<file path="src/rtl/lcd_responder.sv">
// lcd_responder: device-side model of an HD44780-style character LCD on the
// 8-bit parallel bus. It decodes driver traffic, holds display configuration
// and a 128-byte DDRAM, answers busy-flag/data reads and enforces busy times.
// Optional feature macro: LCD_RESP_SHIFT_EN enables display shifting
// (display_offset); without it display_offset is tied to zero.
module lcd_responder #(
    parameter int CLK_FREQ       = 25,
    parameter int POWERUP_CYCLES = 500 * CLK_FREQ,
    parameter int EXEC_CYCLES    = 37 * CLK_FREQ,
    parameter int CLEAR_CYCLES   = 1530 * CLK_FREQ
) (
    input  logic       clk,
    input  logic       rst,
    input  logic       e,
    input  logic       rs,
    input  logic       rw,
    input  logic [7:0] lcd_data_in,
    output logic [7:0] lcd_data_out,
    output logic       data_oe,
    output logic       busy_flag,
    output logic [6:0] ddram_addr,
    output logic       display_on,
    output logic       cursor_on,
    output logic       blink_on,
    output logic       inc_dec,
    output logic       shift,
    output logic       lines,
    output logic       font,
    output logic [6:0] display_offset,
    output logic       protocol_err
);

    typedef enum logic [1:0] {
        ST_POWERUP = 2'd0,
        ST_IDLE    = 2'd1,
        ST_EXEC    = 2'd2
    } state_t;

    localparam logic [15:0] PWR_LD = 16'(POWERUP_CYCLES);
    localparam logic [15:0] EXE_LD = 16'(EXEC_CYCLES);
    localparam logic [15:0] CLR_LD = 16'(CLEAR_CYCLES);

    // Modulo-128 increment/decrement used for AC and display offset.
    function automatic logic [6:0] step7(input logic [6:0] v, input logic up);
        logic [6:0] r;
        if (up) begin
            r = v + 7'd1;
        end else begin
            r = v - 7'd1;
        end
        return r;
    endfunction

    state_t      state_q, state_d;
    logic [15:0] cnt_q, cnt_d;

    logic        e_q, rs_q, rw_q;
    logic [7:0]  din_q;

    logic [6:0]  ac_q, ac_d;
    logic [6:0]  off_q, off_d;
    logic        disp_q, disp_d, cur_q, cur_d, blink_q, blink_d;
    logic        id_q, id_d, sh_q, sh_d, lines_q, lines_d, font_q, font_d;

    logic [7:0]  ddram_q [0:127];

    logic [7:0]  dout_q;
    logic        oe_q;
    logic        perr_q;

    logic        fall_s, idle_s, bf_read_s, accept_s, reject_s;
    logic        clear_s, wr_s, long_s;
    logic [7:0]  rd_val_s;

    // Bus event qualification: a falling edge of e acts on the captured access.
    always_comb begin
        fall_s    = e_q & ~e;
        idle_s    = (state_q == ST_IDLE);
        bf_read_s = ~rs_q & rw_q;
        accept_s  = fall_s & idle_s & ~bf_read_s;
        reject_s  = fall_s & ~idle_s & ~bf_read_s;
    end

    // Read data presented at data_oe rise: busy flag/AC, DDRAM, or 0 when busy.
    always_comb begin
        rd_val_s = 8'h00;
        if (!rs) begin
            rd_val_s = {~idle_s, ac_q};
        end else if (idle_s) begin
            rd_val_s = ddram_q[ac_q];
        end else begin
            rd_val_s = 8'h00;
        end
    end

    // Access decode: next AC, offset and configuration for an accepted access.
    always_comb begin
        ac_d    = ac_q;
        off_d   = off_q;
        disp_d  = disp_q;
        cur_d   = cur_q;
        blink_d = blink_q;
        id_d    = id_q;
        sh_d    = sh_q;
        lines_d = lines_q;
        font_d  = font_q;
        clear_s = 1'b0;
        wr_s    = 1'b0;
        long_s  = 1'b0;
        if (accept_s) begin
            if (rs_q) begin
                ac_d = step7(ac_q, id_q);
                if (!rw_q) begin
                    wr_s = 1'b1;
`ifdef LCD_RESP_SHIFT_EN
                    if (sh_q) begin
                        off_d = step7(off_q, id_q);
                    end else begin
                        off_d = off_q;
                    end
`endif
                end else begin
                    wr_s = 1'b0;
                end
            end else begin
                // Instruction decoded by its highest set bit.
                casez (din_q)
                    8'b1???_????: ac_d = din_q[6:0];
                    8'b01??_????: ac_d = ac_q;
                    8'b001?_????: begin
                        lines_d = din_q[3];
                        font_d  = din_q[2];
                    end
                    8'b0001_????: begin
                        if (!din_q[3]) begin
                            ac_d = step7(ac_q, din_q[2]);
                        end else begin
`ifdef LCD_RESP_SHIFT_EN
                            off_d = step7(off_q, din_q[2]);
`else
                            off_d = off_q;
`endif
                        end
                    end
                    8'b0000_1???: begin
                        disp_d  = din_q[2];
                        cur_d   = din_q[1];
                        blink_d = din_q[0];
                    end
                    8'b0000_01??: begin
                        id_d = din_q[1];
                        sh_d = din_q[0];
                    end
                    8'b0000_001?: begin
                        ac_d   = 7'd0;
                        off_d  = 7'd0;
                        long_s = 1'b1;
                    end
                    8'b0000_0001: begin
                        clear_s = 1'b1;
                        ac_d    = 7'd0;
                        off_d   = 7'd0;
                        id_d    = 1'b1;
                        long_s  = 1'b1;
                    end
                    default: ac_d = ac_q;
                endcase
            end
        end else begin
            wr_s = 1'b0;
        end
    end

    // Busy FSM next state: power-up wait, idle, and post-access busy time.
    always_comb begin
        state_d = state_q;
        cnt_d   = cnt_q;
        case (state_q)
            ST_POWERUP, ST_EXEC: begin
                if (cnt_q <= 16'd1) begin
                    state_d = ST_IDLE;
                    cnt_d   = 16'd0;
                end else begin
                    cnt_d = cnt_q - 16'd1;
                end
            end
            ST_IDLE: begin
                if (accept_s) begin
                    state_d = ST_EXEC;
                    cnt_d   = long_s ? CLR_LD : EXE_LD;
                end else begin
                    cnt_d = 16'd0;
                end
            end
            default: begin
                state_d = ST_POWERUP;
                cnt_d   = PWR_LD;
            end
        endcase
    end

    // Busy FSM state and counter registers.
    always_ff @(posedge clk or posedge rst) begin
        if (rst) begin
            state_q <= ST_POWERUP;
            cnt_q   <= PWR_LD;
        end else begin
            state_q <= state_d;
            cnt_q   <= cnt_d;
        end
    end

    // Address counter, display offset and configuration registers.
    always_ff @(posedge clk or posedge rst) begin
        if (rst) begin
            ac_q    <= 7'd0;
            off_q   <= 7'd0;
            disp_q  <= 1'b0;
            cur_q   <= 1'b0;
            blink_q <= 1'b0;
            id_q    <= 1'b1;
            sh_q    <= 1'b0;
            lines_q <= 1'b0;
            font_q  <= 1'b0;
        end else begin
            ac_q    <= ac_d;
            off_q   <= off_d;
            disp_q  <= disp_d;
            cur_q   <= cur_d;
            blink_q <= blink_d;
            id_q    <= id_d;
            sh_q    <= sh_d;
            lines_q <= lines_d;
            font_q  <= font_d;
        end
    end

    // DDRAM: not reset; clear fills every cell with a space in one cycle.
    always_ff @(posedge clk) begin
        if (clear_s) begin
            for (int i = 0; i < 128; i++) begin
                ddram_q[i] <= 8'h20;
            end
        end else if (wr_s) begin
            ddram_q[ac_q] <= din_q;
        end
    end

    // Bus front end: e history, access capture, read drive and error pulse.
    always_ff @(posedge clk or posedge rst) begin
        if (rst) begin
            e_q    <= 1'b0;
            rs_q   <= 1'b0;
            rw_q   <= 1'b0;
            din_q  <= 8'h00;
            oe_q   <= 1'b0;
            dout_q <= 8'h00;
            perr_q <= 1'b0;
        end else begin
            e_q <= e;
            if (e) begin
                rs_q  <= rs;
                rw_q  <= rw;
                din_q <= lcd_data_in;
            end
            oe_q <= e & rw;
            if (e && rw && !oe_q) begin
                dout_q <= rd_val_s;
            end
            perr_q <= reject_s;
        end
    end

    assign lcd_data_out   = dout_q;
    assign data_oe        = oe_q;
    assign busy_flag      = (state_q != ST_IDLE);
    assign ddram_addr     = ac_q;
    assign display_on     = disp_q;
    assign cursor_on      = cur_q;
    assign blink_on       = blink_q;
    assign inc_dec        = id_q;
    assign shift          = sh_q;
    assign lines          = lines_q;
    assign font           = font_q;
    assign display_offset = off_q;
    assign protocol_err   = perr_q;

endmodule
</file>
<file path="config.mk">
export PLATFORM = sky130hd
export DESIGN_NAME = lcd_responder
export DESIGN_NICKNAME = d
export VERILOG_FILES = /design/src/rtl/lcd_responder.sv
export SDC_FILE = /design/constraint.sdc
export NUM_CORES = 2
export LEC_CHECK = 0
export CAP_MARGIN = 40
export CORE_UTILIZATION = 57
export DETAILED_ROUTE_END_ITERATION = 6
export PLACE_DENSITY = 0.82
export SLEW_MARGIN = 10
export SYNTH_ARGS = -nofsm -noshare
export SYNTH_HDL_FRONTEND = slang
export SYNTH_SLANG_ARGS = --single-unit
</file>
<file path="constraint.sdc">
create_clock -name clk -period 3.57 [get_ports clk]
set_input_delay 1.071 -clock clk [delete_from_list [all_inputs] [get_ports clk]]
set_output_delay 1.071 -clock clk [all_outputs]
set_load 0.01 [all_outputs]
</file>
==> metrics list <==
* Synth-to-Final Area Change: 13.7%
- Commonest register cell after synthesis: sky130_fd_sc_hd__edfxtp_1
- Global routing used 52.6% of the available met2 tracks.
* Net switching component of the power: between 10,000 and 15,000 uW
- Of the total power, the clock network draws between 30% and 40%.
- Synthesized-area fraction occupied by and/or/nand/nor cells: around 17%
* Final-report setup violation count: 0
- Gr ovfl total: 0
- The first global-routing pass estimated ~230,000 um of wire.
* Die Area: around 90,000 um^2
- The number of antenna diodes in the final layout is 0.
- Class of the tightest hold or removal check: reg2reg
* Commonest cells after routing, fill and taps aside: sky130_fd_sc_hd__edfxtp_1 (1,024), sky130_fd_sc_hd__and2_1 (906), sky130_fd_sc_hd__buf_4 (347), sky130_fd_sc_hd__o21ai_0 (209), sky130_fd_sc_hd__nor2_1 (207)
* Number of cell instances on the worst register-to-register path: 9
- Largest driver fanout on the critical path: 29
- Max Fclk: ~0.28 GHz
* Detailed-route wire length: between 150,000 and 200,000 um
- WP data arrival: roughly 4.1 ns
- Prior to clock tree synthesis, the placed netlist has a worst setup slack of 0.0628 ns.
* Outcome: finished with violations
- After floorplanning, the core was divided into 109 placement rows.
- Fraction of power spent switching nets: a little over a third
- The post-route netlist has 16.5% of its cells at a drive strength greater than 1.
* Worst-Skew Late Latency: 0.71 ns
* Slew margin rel.: 33.2%
- H-tree Lvls: 3
* Violated checks: DRC
- Using the TritonRoute via totals, the vias-per-cell ratio works out to 6.81.
* Met3 Resource Use GR: between 10% and 20%
* Global-route usage over all layers: 35.4%
- Clock transition at path regs: 0.07 ns
* Power per cell area: 627 nW/um^2
- Of the total synthesized cell area, the portion taken by full adders, half adders and majority gates is less than 1%.
- Along the worst hold path, the cell count comes to 1.
* Post-synthesis cell area: 50,900 um^2
* Cell Count Post-Placement: between 5,000 and 6,000
- Post-layout instance count excluding filler cells: approximately 5,400
* Number of warnings issued by yosys: 0
- Final critical-path share of the clock period: 98.8%
- The core region is ~88,000 um^2.
- Synthesis inferred 1,077 register bits.
* Mux cell area share after synthesis: between 5 and 6%
- Counting distinct cell types in the post-synthesis netlist gives slightly above 80.
- Clock tree synthesis selected as its root buffer the cell sky130_fd_sc_hd__clkbuf_16.
- After layout, the worst setup slack is around 0.043 ns.
* Die width: between 300 and 400 um
* Cts hold-fix bufs: 0
- Height of the chip: between 300 and 400 um
* Number of filler instances in the final layout: 5,989
- RD Place Congestion: approximately 1.0
- The cell count after synthesis came out at between 4,000 and 5,000.
- The worst setup path is launched from a flip-flop.
* Grt peak-use layer: met2
- In the global route stage, met1 resource usage came out at a little under half.
- Summed over all failing endpoints, the final setup total negative slack is 0 ns.
* Post-Syn Area per Cell: around 13 um^2
- Wire length per cell after detailed routing: between 20 and 30 um
- Number of CTS-inserted buffers: 103
- For this run, design rule violations remaining after detail routing come to 2.
* Initial cell density of the core: roughly 58%
- Fin Clk Skew: 0.0240 ns
- Of the total power, registers draw 39.4%.
- MaxCap Viol Count: 0
- Worst path required time: 4.12 ns
- Boundary pin count: 45
- Clock period minus final worst setup slack: around 3.5 ns
- The critical path is of the reg2reg type.
* Worst R2R Setup Slack: roughly 0.043 ns
- Number of pins with negative max-slew slack in the final report: 0
- For the pin with the worst max-slew slack, the measured transition is 1.00 ns.
* Detailed-router iteration count before antenna repair: 7
- Combinational fraction of design power: 30.4%
- IO buf count: 37
- Most frequent standard cell in the layout excluding fill and tap cells: sky130_fd_sc_hd__edfxtp_1
- TritonCTS built the clock tree.
* Via Count: between 30,000 and 40,000
- Summed over all cells, the static leakage comes to just over 0.02 uW.
- Number of antenna violations at the first check in global routing: 4
* Sequential fraction of the synthesis area: a little over three fifths
- IR Drop Worst-Case VDD: about 0.57 mV
- Counting along the longest clock path gives a buffer depth of 3.
- Yosys mapped a number of flops with a built-in enable equal to approximately 1,000.
* Clock net sink count: 1,077
* Hold Violations, Final: 0
- Setup repair after global routing left no endpoint under its margin.
* Dominant combinational cell family by area after synthesis: simple AND/OR/NAND/NOR gates
* Internal: between 20,000 and 25,000 uW
* Sort of element at the end of the critical path: flip-flop
- Entering global routing, the biggest net connects roughly 100 pins.
- Half-perimeter wire length of the detailed placement result: roughly 110,000 um
- Xor-xnor portion of the synthesized cell area: less than 1%
- The detail route stage leaves a number of antenna-violating nets equal to 0.
- Final hold analysis gives a worst-case slack of roughly 0.51 ns.
- For this block, the initial DRC count from the detailed router was 6,783.
* Share of synthesized registers carrying an async set or reset: under 10%
- Complex-gate fraction of the synthesized area: a little over a tenth
* Total Nets Final: 4,203
- The number of global-route vias before repair was 35,200.
-- stage by stage --
step,area [um^2],utilization [%],power (uW)
finish,57900,65.5,36300
global route,57900,65.5,36800
CTS,57900,65.5,35600
detailed placement,54500,61.7,24900
global placement,54400,61.6,24700
floorplan,50900,-,20000
-- layout make-up --
type / instances / area [um^2] / area share, %
multi-input combinational: 2570 / 17200 / 29.7
timing repair buffer: 423 / 3740 / 6.46
inverter: 11 / 45.0 / 0.0778
sequential: 1077 / 32100 / 55.5
tap: 1165 / 1460 / 2.52
clock inverter: 59 / 558 / 0.964
clock buffer: 132 / 2780 / 4.80
-- worst paths after layout --
kind,startpoint,end
max in group asynchronous,rst,din_q[3]
setup / recovery,ddram_addr[1],lcd_data_out[7]
min in group asynchronous,rst,lcd_data_out[0]
hold / removal,display_on,display_on
hold reg to reg,display_on,display_on
setup reg to reg,ddram_addr[1],lcd_data_out[7]
-- what timing repair did --
action | CTS | global route
pin swaps | 0 | 0
endpoints found under the setup margin | 1 | 1
hold endpoints to repair | 0 | 0
gates resized for setup | 0 | 1
buffers inserted | 4 | 0
-- synthesized netlist by cell type (23+ instances only) --
cell type	instances	area share (%)
sky130_fd_sc_hd__a21oi_1	124	1.2
sky130_fd_sc_hd__a221o_1	28	0.55
sky130_fd_sc_hd__a221oi_1	149	2.6
sky130_fd_sc_hd__a22oi_1	62	0.91
sky130_fd_sc_hd__and2_1	908	11
sky130_fd_sc_hd__buf_1	39	0.29
sky130_fd_sc_hd__buf_2	84	0.83
sky130_fd_sc_hd__buf_4	23	0.34
sky130_fd_sc_hd__clkbuf_1	248	1.8
sky130_fd_sc_hd__dfrtp_1	46	2.3
sky130_fd_sc_hd__edfxtp_1	1024	60
sky130_fd_sc_hd__mux2_2	74	1.6
sky130_fd_sc_hd__mux2i_1	107	2.1
sky130_fd_sc_hd__mux4_2	28	1.2
sky130_fd_sc_hd__nand2_1	134	0.99
sky130_fd_sc_hd__nor2_1	210	1.5
sky130_fd_sc_hd__nor3_1	36	0.35
sky130_fd_sc_hd__o21ai_0	209	2.1
sky130_fd_sc_hd__o22ai_1	29	0.36
sky130_fd_sc_hd__or3_1	131	1.6
-- state kept, by name, summed over array words and instances (netlist names), 2 cells and up --
signal / flops
state_q: 2
ddram_addr: 7
din_q: 8
cnt_q: 16
lcd_data_out: 8
ddram_q: 1024
-- power groups by stage --
stage	combinational, uW	sequential, uW	clock [uW]
after floorplan	5710	14200	0
after global placement	10100	14500	0
after detailed placement	10300	14600	0
after CTS	10400	14300	10900
after global routing	11100	14300	11400
final	11000	14300	10900
-- routing by layer --
layer / vias to the layer above / share of wire [%]
li1: 15300 / -
met3: 709 / 16
met4: 8 / 7.3
met2: 3341 / 43
met5: - / 0.033
met1: 17700 / 33
-- logic make-up (layout without fill, tap and decap cells) --
kind of cell | count (synthesis) | count (layout)
AOI/OAI and AO/OA | 794 | 794
buffers and inverters | 410 | 625
muxes | 210 | 210
and+or+nand+nor | 1530 | 1530
DFF | 1077 | 1077
adders and majority gates | 4 | 4
other | 1 | 7
xor gates and xnor gates | 25 | 25
-- worst max-delay path: stages, from the launching register on --
cell and delay [ns]:
sky130_fd_sc_hd__dfrtp_4 0.53, sky130_fd_sc_hd__buf_12 0.25, sky130_fd_sc_hd__buf_12 0.25, sky130_fd_sc_hd__buf_4 0.32
sky130_fd_sc_hd__mux4_2 0.57, sky130_fd_sc_hd__o221ai_1 0.30, sky130_fd_sc_hd__nand4_1 0.30, sky130_fd_sc_hd__nor4_1 0.50
sky130_fd_sc_hd__buf_4 0.23, sky130_fd_sc_hd__a31oi_1 0.08
Power figures use the tool's default switching activity.
